$ cat src/rtl/uart_pkg.sv
// ---------------------------------------------------------------------------
// uart_pkg
// Shared definitions for the UART transmit and receive paths.
//   UART_DATA_W      serial character width
//   UART_FIFO_DEPTH  default byte-FIFO depth (TX buffer and RX FIFO)
//   tx_state_t       drain FSM states of the transmit buffer
//   uart_push_t      byte push request from the CPU store path
// ---------------------------------------------------------------------------
package uart_pkg;

    localparam int UART_DATA_W     = 8;
    localparam int UART_FIFO_DEPTH = 16;

    typedef logic [UART_DATA_W-1:0] uart_byte_t;

    typedef enum logic [1:0] {
        IDLE      = 2'd0,
        START     = 2'd1,
        WAIT_ACK  = 2'd2,
        WAIT_DONE = 2'd3
    } tx_state_t;

    typedef struct packed {
        logic       vld;
        uart_byte_t data;
    } uart_push_t;

endpackage

$ cat src/rtl/uart_sync_fifo.sv
// ---------------------------------------------------------------------------
// uart_sync_fifo
// Single-clock circular FIFO, reused on both sides of the UART.
//   clk, reset   rising-edge clock, synchronous active-high reset
//   push         enqueue request; ignored (and flagged on drop) when full
//   push_data    word to enqueue
//   pop          dequeue request; ignored when empty
//   pop_data     word at the head (valid while empty=0), no fall-through
//   full/empty   decoded from the registered count
//   count        number of stored words, 0..DEPTH
//   drop         push attempted while full (combinational, this cycle)
// ---------------------------------------------------------------------------
module uart_sync_fifo
    import uart_pkg::*;
#(
    parameter  int DEPTH  = UART_FIFO_DEPTH,
    parameter  int WIDTH  = UART_DATA_W,
    localparam int ADDR_W = $clog2(DEPTH)
) (
    input  logic              clk,
    input  logic              reset,
    input  logic              push,
    input  logic [WIDTH-1:0]  push_data,
    input  logic              pop,
    output logic [WIDTH-1:0]  pop_data,
    output logic              full,
    output logic              empty,
    output logic [ADDR_W:0]   count,
    output logic              drop
);

    localparam logic [ADDR_W:0] FULL_CNT = (ADDR_W + 1)'(DEPTH);

    logic [WIDTH-1:0]  mem [DEPTH];
    logic [ADDR_W-1:0] wr_ptr;
    logic [ADDR_W-1:0] rd_ptr;
    logic              push_ok;
    logic              pop_ok;

    // Full/empty come from the registered count, so a pop in the same
    // cycle never makes room for a push into a full FIFO.
    assign full     = (count == FULL_CNT);
    assign empty    = (count == '0);
    assign push_ok  = push && !full;
    assign pop_ok   = pop && !empty;
    assign drop     = push && full;
    assign pop_data = mem[rd_ptr];

    always_ff @(posedge clk) begin
        if (push_ok) begin
            mem[wr_ptr] <= push_data;
        end
    end

    // Pointers are exactly ADDR_W bits wide, so DEPTH being a power of two
    // lets them wrap without any compare.
    always_ff @(posedge clk) begin
        if (reset) begin
            wr_ptr <= '0;
            rd_ptr <= '0;
            count  <= '0;
        end else begin
            if (push_ok) begin
                wr_ptr <= wr_ptr + 1'b1;
            end
            if (pop_ok) begin
                rd_ptr <= rd_ptr + 1'b1;
            end
            case ({push_ok, pop_ok})
                2'b10:   count <= count + 1'b1;
                2'b01:   count <= count - 1'b1;
                default: ;
            endcase
        end
    end

endmodule

$ cat src/rtl/uart_tx_buffer.sv
// ---------------------------------------------------------------------------
// uart_tx_buffer
// Byte FIFO plus drain FSM feeding the UART transmitter. CPU stores are
// queued and handed out one at a time, paced on the transmitter's busy.
//   clk_100MHz    system clock, rising edge
//   reset         synchronous, active-high
//   wr_en/wr_data byte push from the CPU store path
//   clr_overflow  clears the sticky overflow flag (a same-cycle drop wins)
//   tx_busy       transmitter busy
//   tx_start      one-cycle registered start pulse
//   tx_data       byte presented to the transmitter, held until the
//                 transmitter has finished with it
//   full/empty    FIFO status
//   count         queued bytes, excluding the one in flight
//   overflow      sticky: a push was dropped because the FIFO was full
// ---------------------------------------------------------------------------
module uart_tx_buffer
    import uart_pkg::*;
#(
    parameter  int DEPTH  = UART_FIFO_DEPTH,
    localparam int ADDR_W = $clog2(DEPTH)
) (
    input  logic                   clk_100MHz,
    input  logic                   reset,
    input  logic                   wr_en,
    input  logic [UART_DATA_W-1:0] wr_data,
    input  logic                   clr_overflow,
    input  logic                   tx_busy,
    output logic                   tx_start,
    output logic [UART_DATA_W-1:0] tx_data,
    output logic                   full,
    output logic                   empty,
    output logic [ADDR_W:0]        count,
    output logic                   overflow
);

    uart_push_t  push_req;
    uart_byte_t  head_data;
    logic        drop;
    logic        pop;
    tx_state_t   state;
    tx_state_t   state_nxt;

    assign push_req = '{vld: wr_en, data: wr_data};

    uart_sync_fifo #(
        .DEPTH (DEPTH),
        .WIDTH (UART_DATA_W)
    ) u_fifo (
        .clk       (clk_100MHz),
        .reset     (reset),
        .push      (push_req.vld),
        .push_data (push_req.data),
        .pop       (pop),
        .pop_data  (head_data),
        .full      (full),
        .empty     (empty),
        .count     (count),
        .drop      (drop)
    );

    always_ff @(posedge clk_100MHz) begin
        if (reset) begin
            state <= IDLE;
        end else begin
            state <= state_nxt;
        end
    end

    // START ignores tx_busy: the transmitter only reacts to the pulse after
    // it is seen, so acknowledgement is looked for from WAIT_ACK onwards.
    always_comb begin
        state_nxt = state;
        pop       = 1'b0;
        case (state)
            IDLE: begin
                if (!empty && !tx_busy) begin
                    pop       = 1'b1;
                    state_nxt = START;
                end
            end
            START:     state_nxt = WAIT_ACK;
            WAIT_ACK:  if (tx_busy)  state_nxt = WAIT_DONE;
            WAIT_DONE: if (!tx_busy) state_nxt = IDLE;
            default:   state_nxt = IDLE;
        endcase
    end

    // tx_start is high exactly while the FSM sits in START; registering the
    // pop keeps wr_en/tx_busy off any combinational path to the outputs.
    always_ff @(posedge clk_100MHz) begin
        if (reset) begin
            tx_start <= 1'b0;
            tx_data  <= '0;
            overflow <= 1'b0;
        end else begin
            tx_start <= pop;
            if (pop) begin
                tx_data <= head_data;
            end
            if (drop) begin
                overflow <= 1'b1;
            end else if (clr_overflow) begin
                overflow <= 1'b0;
            end
        end
    end

endmodule
$ cat config.mk
export PLATFORM = sky130hd
export DESIGN_NAME = uart_tx_buffer
export DESIGN_NICKNAME = d
export VERILOG_FILES = /design/src/rtl/uart_pkg.sv /design/src/rtl/uart_sync_fifo.sv /design/src/rtl/uart_tx_buffer.sv
export SDC_FILE = /design/constraint.sdc
export NUM_CORES = 1
export LEC_CHECK = 0
export BUFFER_PORTS_ARGS = -buffer_cell sky130_fd_sc_hd__buf_2
export CAP_MARGIN = 20
export CELL_PAD_IN_SITES_DETAIL_PLACEMENT = 0
export CELL_PAD_IN_SITES_GLOBAL_PLACEMENT = 1
export CORE_MARGIN = 8
export CORE_UTILIZATION = 50
export DETAILED_ROUTE_END_ITERATION = 8
export PLACE_DENSITY_LB_ADDON = 0.3
export SYNTH_ARGS = -nofsm -noshare
export SYNTH_HDL_FRONTEND = slang
export SYNTH_HIERARCHICAL = 1
export SYNTH_SLANG_ARGS = --single-unit
export TNS_END_PERCENT = 1
$ cat constraint.sdc
create_clock -name clk_100MHz -period 7 [get_ports clk_100MHz]
set_input_delay 0.7 -clock clk_100MHz [delete_from_list [all_inputs] [get_ports clk_100MHz]]
set_output_delay 0.7 -clock clk_100MHz [all_outputs]
set_load 0.02 [all_outputs]
==> summary.txt, run 1 <==
worst r2r path cells -> 12
worst path cell trace -> or4_1 -> nor2_1 -> nor3b_2 -> buf_4 -> o21ai_4 -> inv_1 -> ha_1 -> xor2_1 -> ha_1 -> o21a_1 -> or4_1 -> a21oi_1
R2R setup slack -> 3.57 ns
post-CTS setup buffer count -> 0
Setup Viol. Count Final -> 0
Post-Syn Nets -> 381
Residual DRC -> 0
fmax -> 0.292 GHz
period utilization -> 49.0%
global route overflow -> 0
most frequent cells in the layout -> edfxtp_1 (128), nor2_1 (35), buf_2 (29)
clk_lat worst skew -> 0.42 ns
ys async rst share -> 0%
Die ar. -> 0.0168 mm2
DP Worst Slack -> 3.57 ns
critical path endpoint -> u_fifo/count[2]$_SDFFE_PP0P_
sum of negative setup slack -> 0 ns
Yosys Warn Count -> 6
sequential share of the synthesized area -> 68.3%
met3 wire len -> 511 um
synthesized cell area -> 0.00647 mm2
DP HPWL -> 7.64 mm
clock skew -> 0.00813 ns
uppermost layer routed -> met4
DRT met1 WL -> 5.48 mm
vias in the first global route -> 3251
worst setup path startpoint -> u_fifo/count[0]$_SDFFE_PP0P_
Num Clock Sinks -> 157
CP Max Fanout -> 14
metal2 WL -> 5.21 mm
Via density -> 5.53
Power Total -> 2.48 mW
wire length per cell -> 19.8 um
fillers -> 978
largest net degree at the start of global routing -> 33
crit-path max cell delay -> 0.72 ns
share of cells above drive strength 1 -> 23.7%
Avg Cell Area, Syn -> 18.2 um2
r2r startpoint -> u_fifo/count[0]$_SDFFE_PP0P_
Max Cap Viol -> 0
Post-synth EDFFs -> 128
CP startpoint kind -> register
H-tree depth -> 4
root buffer cell -> clkbuf_16
endpoints failing hold -> 0
Placed Cells incl. Taps -> 542
drt first-iter violations -> 372
Slew HR -> 42.3%
status -> finished, final reports clean
Reg clk slew, reported paths -> 0.06 ns
Leak Pwr -> 2.46 nW
Crit. End Element -> register
Rows -> 41
Layout area overhead -> 12.6%
Max Buffers Root-to-Sink -> 2
diodes inserted -> 0
Worst Setup Slack, final -> 3.57 ns
DRT Pass-1 Iters -> 4
multi-input logic area -> 0.00186 mm2
utilization after layout -> 57.8%
Post-DRT Antenna Nets -> 0
Arrival @ worst endpoint -> 3.77 ns
Routed Wire Length -> 11.3 mm
Crit Path Category -> reg -> reg
CP max-delay cell -> or4_1
ys flop type -> edfxtp_1
fin crit period -> 3.43 ns
hold_buf cts -> 0
final non-filler cell total -> 573
Final nets -> 414
Die Y-Extent -> 130 um
Initial Util -> 51.3%
Via Count -> 3171
RSZ-0062 raised after global routing -> false
hold path startpoint -> overflow$_SDFFE_PP0P_
num ports -> 30
Synth Instances -> 356
I/O Buffers -> 29
antenna violations before repair -> 0
CTS tree -> built
CTS buffer count -> 17
gr usage total -> 14.9%
worst slew pin tran -> 0.862 ns
post-synth cell types -> 47
Slew Viols, Final -> 0
core footprint -> 0.0126 mm2
CTS resizes -> 0
Die W -> 130 um
FF+latch area -> 0.00443 mm2
pwr dens -> 341 mW/mm2
worst min path class -> reg -> reg
first-pass GRT wire length -> 18.2 mm
commonest non-fill, non-tap cell in the layout -> edfxtp_1
peak supply drop -> 213 uV
CP Data Required Time -> 7.35 ns
FF+latch count, synth -> 157
RePlAce Congestion -> 0.733
Reg-to-Reg End -> u_fifo/count[2]$_SDFFE_PP0P_
==> kinds of logic after synthesis <==
logic type	Yosys count	synth area share (%)
adder cells (fa/ha/maj)	12	2.32
multiplexers	51	16.4
flip-flops	157	68.3
AO/OA/AOI/OAI	27	3.56
buffers and inverters	32	2.94
XOR/XNOR	8	1.08
AND/OR/NAND/NOR	69	5.35
==> worst min path at each step <==
stage                                         end  slack [ns]  depth (start not counted)
after floorplan                          register        0.49                          2
after global placement      overflow$_SDFFE_PP0P_        0.46                          2
after detailed placement    overflow$_SDFFE_PP0P_        0.48                          2
after CTS                   overflow$_SDFFE_PP0P_        0.49                          2
after global routing      tx_data[2]$_SDFFE_PP0P_        0.52                          2
final                       overflow$_SDFFE_PP0P_        0.49                          2
==> final cells by class <==
cell class | instances | area share [%]
Inverter | 11 | 0.567
Clock inverter | 13 | 1.72
Timing Repair Buffer | 35 | 2.61
Tap cell | 172 | 2.95
Multi-Input combinational cell | 167 | 25.5
Sequential cell | 157 | 60.7
Clock buffer | 18 | 5.89
==> through the flow <==
stage	hold slack, ns	area, um2
after floorplan	0.495	6470
after global placement	0.462	6730
after detailed placement	0.477	6730
after CTS	0.491	7290
after global routing	0.524	7290
final	0.485	7290
==> where the power goes <==
| group | switching, mW | internal, mW |
|---|---|---|
| combinational | 0.287 | 0.223 |
| sequential | 0.0443 | 1.07 |
| clock | 0.346 | 0.517 |
| total | 0.677 | 1.81 |
==> critical path: cells and delay by family, from the launching register on <==
family          cells  cell delay (ns)
simple gates        4             1.49
fa+ha+maj           2             0.56
compound gates      3             0.46
flops               1             0.37
buf+inv             2             0.28
xor+xnor            1             0.20
==> synthesized netlist by cell type (3+ instances only) <==
cell      number  area [um2]
a21oi_1        4        20.0
buf_2          7        35.0
buf_4          3        22.5
buf_6          3        33.8
clkbuf_1       4        15.0
dfxtp_1       29         581
edfxtp_1     128        3840
ha_1          12         150
inv_1         11        41.3
mux2i_1       11         110
mux4_1        14         368
mux4_2        26         586
nand2_1        6        22.5
nand2b_1       3        18.8
nand3b_1       3        22.5
nor2_1        35         131
nor3_1         7        35.0
o211ai_1       4        30.0
o21a_1         4        30.0
or4_1          3        22.5
xor2_1         7        61.3
==> flip-flops by register name, summed over array words and instances (netlist names), named ones only <==
register       count
u_fifo/mem       128
tx_data            8
u_fifo/wr_ptr      4
u_fifo/rd_ptr      4
u_fifo/count       5
state              2
overflow           1
tx_start           1
==> metal layers <==
layer  vias up  global-route usage (%)
met1      1624                    20.6
li1       1476                       -
met3        12                    4.73
met4         0                    5.12
met2        59                    21.7
met5         -                       0
(Power assumes the default switching activity.)
==> run 2: changes to the inputs <==
- ABC_AREA: default -> 1
- CORE_UTILIZATION: 50 -> 45
- clock period: 7 -> 2.8 ns (I/O delays scaled with it)
==> run 2 against run 1 <==
Compared with the run above:
- cell area is 5.6% higher
- non-clock buffer count increased by 15
- core utilization down 4.8 points
- sequential power increased to 2.6 times the previous value
==> summary.txt, run 2 <==
CTS resizes -> 0 (unchanged)
diodes inserted -> 0 (unchanged)
synthesized cell area -> 0.00670 mm2 (+3.5%)
sequential share of the synthesized area -> 66.0% (-2.3 points)
endpoints failing hold -> 0 (unchanged)
Max Buffers Root-to-Sink -> 2 (unchanged)
Yosys Warn Count -> 6 (unchanged)
clk_lat worst skew -> 0.42 ns (about the same)
CTS buffer count -> 17 (unchanged)
RePlAce Congestion -> 0.772 (+5.3%)
hold_buf cts -> 0 (unchanged)
Slew Viols, Final -> 0 (unchanged)
Num Clock Sinks -> 157 (unchanged)
antenna violations before repair -> 0 (unchanged)
top post-synthesis cells by area -> edfxtp_1 (57%), dfxtp_1 (8.7%), mux2i_1 (4.8%)
commonest non-fill, non-tap cell in the layout -> edfxtp_1
share of the synthesized area in the top cell type -> 57.4% (-2.0 points)
ys flop type -> edfxtp_1
Worst Setup Slack, final -> 0.290 ns (-3.28 ns)
Arrival @ worst endpoint -> 2.83 ns (-0.94 ns)
worst slew pin tran -> 0.623 ns (-0.238 ns)
root buffer cell -> clkbuf_16
worst min path class -> in -> reg
hold path startpoint -> clr_overflow
crit-path max cell delay -> 0.44 ns (-0.28 ns)
RSZ-0062 raised after global routing -> false
FF+latch count, synth -> 157 (unchanged)
status -> finished, final reports clean
Rows -> 44 (+7.3%)
Leak Pwr -> 2.85 nW (+16%)
worst setup path startpoint -> u_fifo/count[2]$_SDFFE_PP0P_
Post-Syn Nets -> 580 (+52%)
period utilization -> 89.6% (+41 points)
Synth Instances -> 555 (+56%)
Via density -> 5.23 (-5.4%)
fillers -> 1262 (+29%)
Max Cap Viol -> 0 (unchanged)
fin crit period -> 2.51 ns (-0.919 ns)
CP Data Required Time -> 3.12 ns (-4.23 ns)
final instance area -> 0.00770 mm2 (+5.6%)
Crit. End Element -> register
final non-filler cell total -> 797 (+39%)
Die W -> 138 um (+6.3%)
sum of negative setup slack -> 0 ns (unchanged)
Final nets -> 625 (+51%)
gr usage total -> 14.9% (+0.020 points)
Via Count -> 4171 (+32%)
Post-DRT Antenna Nets -> 0 (unchanged)
peak supply drop -> 482 uV (+130%)
Initial Util -> 46.1% (-5.2 points)
Post-synth top cells -> edfxtp_1 (128), inv_1 (66), o21ai_0 (51)
DP Worst Slack -> 0.286 ns (-3.29 ns)
share of cells above drive strength 1 -> 17.1% (-6.6 points)
Avg Cell Area, Syn -> 12.1 um2 (-34%)
largest net degree at the start of global routing -> 52 (+58%)
H-tree depth -> 4 (unchanged)
DRT Pass-1 Iters -> 5 (+1)
I/O Buffers -> 29 (unchanged)
Slew HR -> 58.4% (+16 points)
CTS tree -> built
worst path cell trace -> nor2_2 -> nand3_2 -> inv_1 -> nor2_2 -> nand2_4 -> clkinv_8 -> nand2_4 -> inv_6 -> ha_1 -> xor2_1 -> inv_2 -> nor2_1 -> nand2_1 -> nand3_1 -> nand3_1 -> nand2_1 -> inv_1
largest registers -> u_fifo/mem (128), tx_data (8), u_fifo/count (5)
wire length per cell -> 17.7 um (-11%)
r2r startpoint -> u_fifo/count[2]$_SDFFE_PP0P_
Routed Wire Length -> 14.1 mm (+24%)
first-pass GRT wire length -> 22.1 mm (+21%)
Die ar. -> 0.0191 mm2 (+13%)
Crit Path Category -> reg -> reg
Reg clk slew, reported paths -> 0.06 ns (about the same)
fmax -> 0.398 GHz (+37%)
pwr dens -> 891 mW/mm2 (+160%)
Post-synth EDFFs -> 128 (unchanged)
DP HPWL -> 9.23 mm (+21%)
ys async rst share -> 0% (unchanged)
largest reg by FF count -> u_fifo/mem
clock skew -> 0.00559 ns (-0.00255 ns)
CP Max Fanout -> 10 (-4)
Setup Viol. Count Final -> 0 (unchanged)
max reg flops -> 128 (unchanged)
Residual DRC -> 0 (unchanged)
post-synth cell types -> 33 (-30%)
CP max-delay cell -> dfxtp_1
post-CTS setup buffer count -> 0 (unchanged)
Post-DP Area -> 0.00714 mm2 (+6.1%)
Layout area overhead -> 14.8%
num ports -> 30 (unchanged)
global route overflow -> 0 (unchanged)
Placed Cells incl. Taps -> 765 (+41%)
most frequent cells in the layout -> edfxtp_1 (128), inv_1 (66), o21ai_0 (51)
Die Y-Extent -> 138 um (+6.3%)
Power Total -> 6.86 mW (+180%)
vias in the first global route -> 4093 (+26%)
core footprint -> 0.0145 mm2 (+15%)
CP startpoint kind -> register
drt first-iter violations -> 307 (-17%)
top-count cell post-synth -> edfxtp_1
largest area contributor in the netlist -> edfxtp_1
run 2: cell types whose count changed after synthesis, moves of 14 or more:
cell      before  now
a21oi_1        4   36
mux4_1        14    0
mux2i_1       11   32
o21ai_0        0   51
o211ai_1       4   32
nand2_1        6   34
inv_1         11   66
mux4_2        26    0
run 2: critical path, delay by kind of cell, from the launching register on:
| family | cells | cell delay [ns] |
|---|---|---|
| flip-flops | 1 | 0.44 |
| AND/OR/NAND/NOR | 10 | 0.96 |
| XOR/XNOR | 1 | 0.37 |
| adder cells (fa/ha/maj) | 1 | 0.27 |
| buffers and inverters | 5 | 0.37 |
run 2: cell families (layout without fill, tap and decap cells):
kind of cell / Yosys count / after routing / share of synthesized area [%]
buffers and inverters: 96 / 154 / 6.09
xor gates and xnor gates: 5 / 5 / 0.653
adders and majority gates: 12 / 12 / 2.24
AOI/OAI and AO/OA: 127 / 127 / 11.0
DFF: 157 / 157 / 66.0
muxes: 32 / 32 / 4.78
and+or+nand+nor: 126 / 126 / 9.20
run 2: metrics by stage:
step / util [%] / hold slack, ns
2_1_floorplan: - / 0.352
3_3_place_gp: 49.1 / 0.462
3_5_place_dp: 49.1 / 0.477
4_1_cts: 53.0 / 0.126
5_1_grt: 53.0 / 0.154
6_report: 53.0 / 0.144
run 2: path summary, 6_finish.rpt:
kind | to | slack, ns | cells after the start
worst max-delay path | u_fifo/count[4]$_SDFFE_PP0P_ | 0.29 | 17
worst min-delay path | overflow$_SDFFE_PP0P_ | 0.14 | 4
worst max register to register | u_fifo/count[4]$_SDFFE_PP0P_ | 0.29 | 17
worst min register to register | overflow$_SDFFE_PP0P_ | 0.48 | 2
run 2: layout make-up:
type	count	area (um2)	share of cell area [%]
Clock buffer	27	523	6.80
Clock inverter	5	30.0	0.390
Inverter	72	288	3.74
Multi-Input combinational cell	302	1870	24.3
Sequential cell	157	4430	57.5
Tap cell	184	230	2.99
Timing Repair Buffer	50	328	4.26
run 2: power breakdown:
group | total [mW] | switching (mW) | internal (mW) | leakage [nW]
combinational | 1.83 | 1.14 | 0.689 | 1.19
sequential | 2.91 | 0.207 | 2.70 | 1.39
clock | 2.11 | 0.841 | 1.27 | 0.271
run 2: per-layer routing:
layer	global-route usage (%)	vias to the layer above	wire (um)
met5	0	-	0
met1	18.5	2004	6060
li1	-	2044	-
met2	24.2	103	7010
met4	6.18	0	273
met3	3.70	20	722
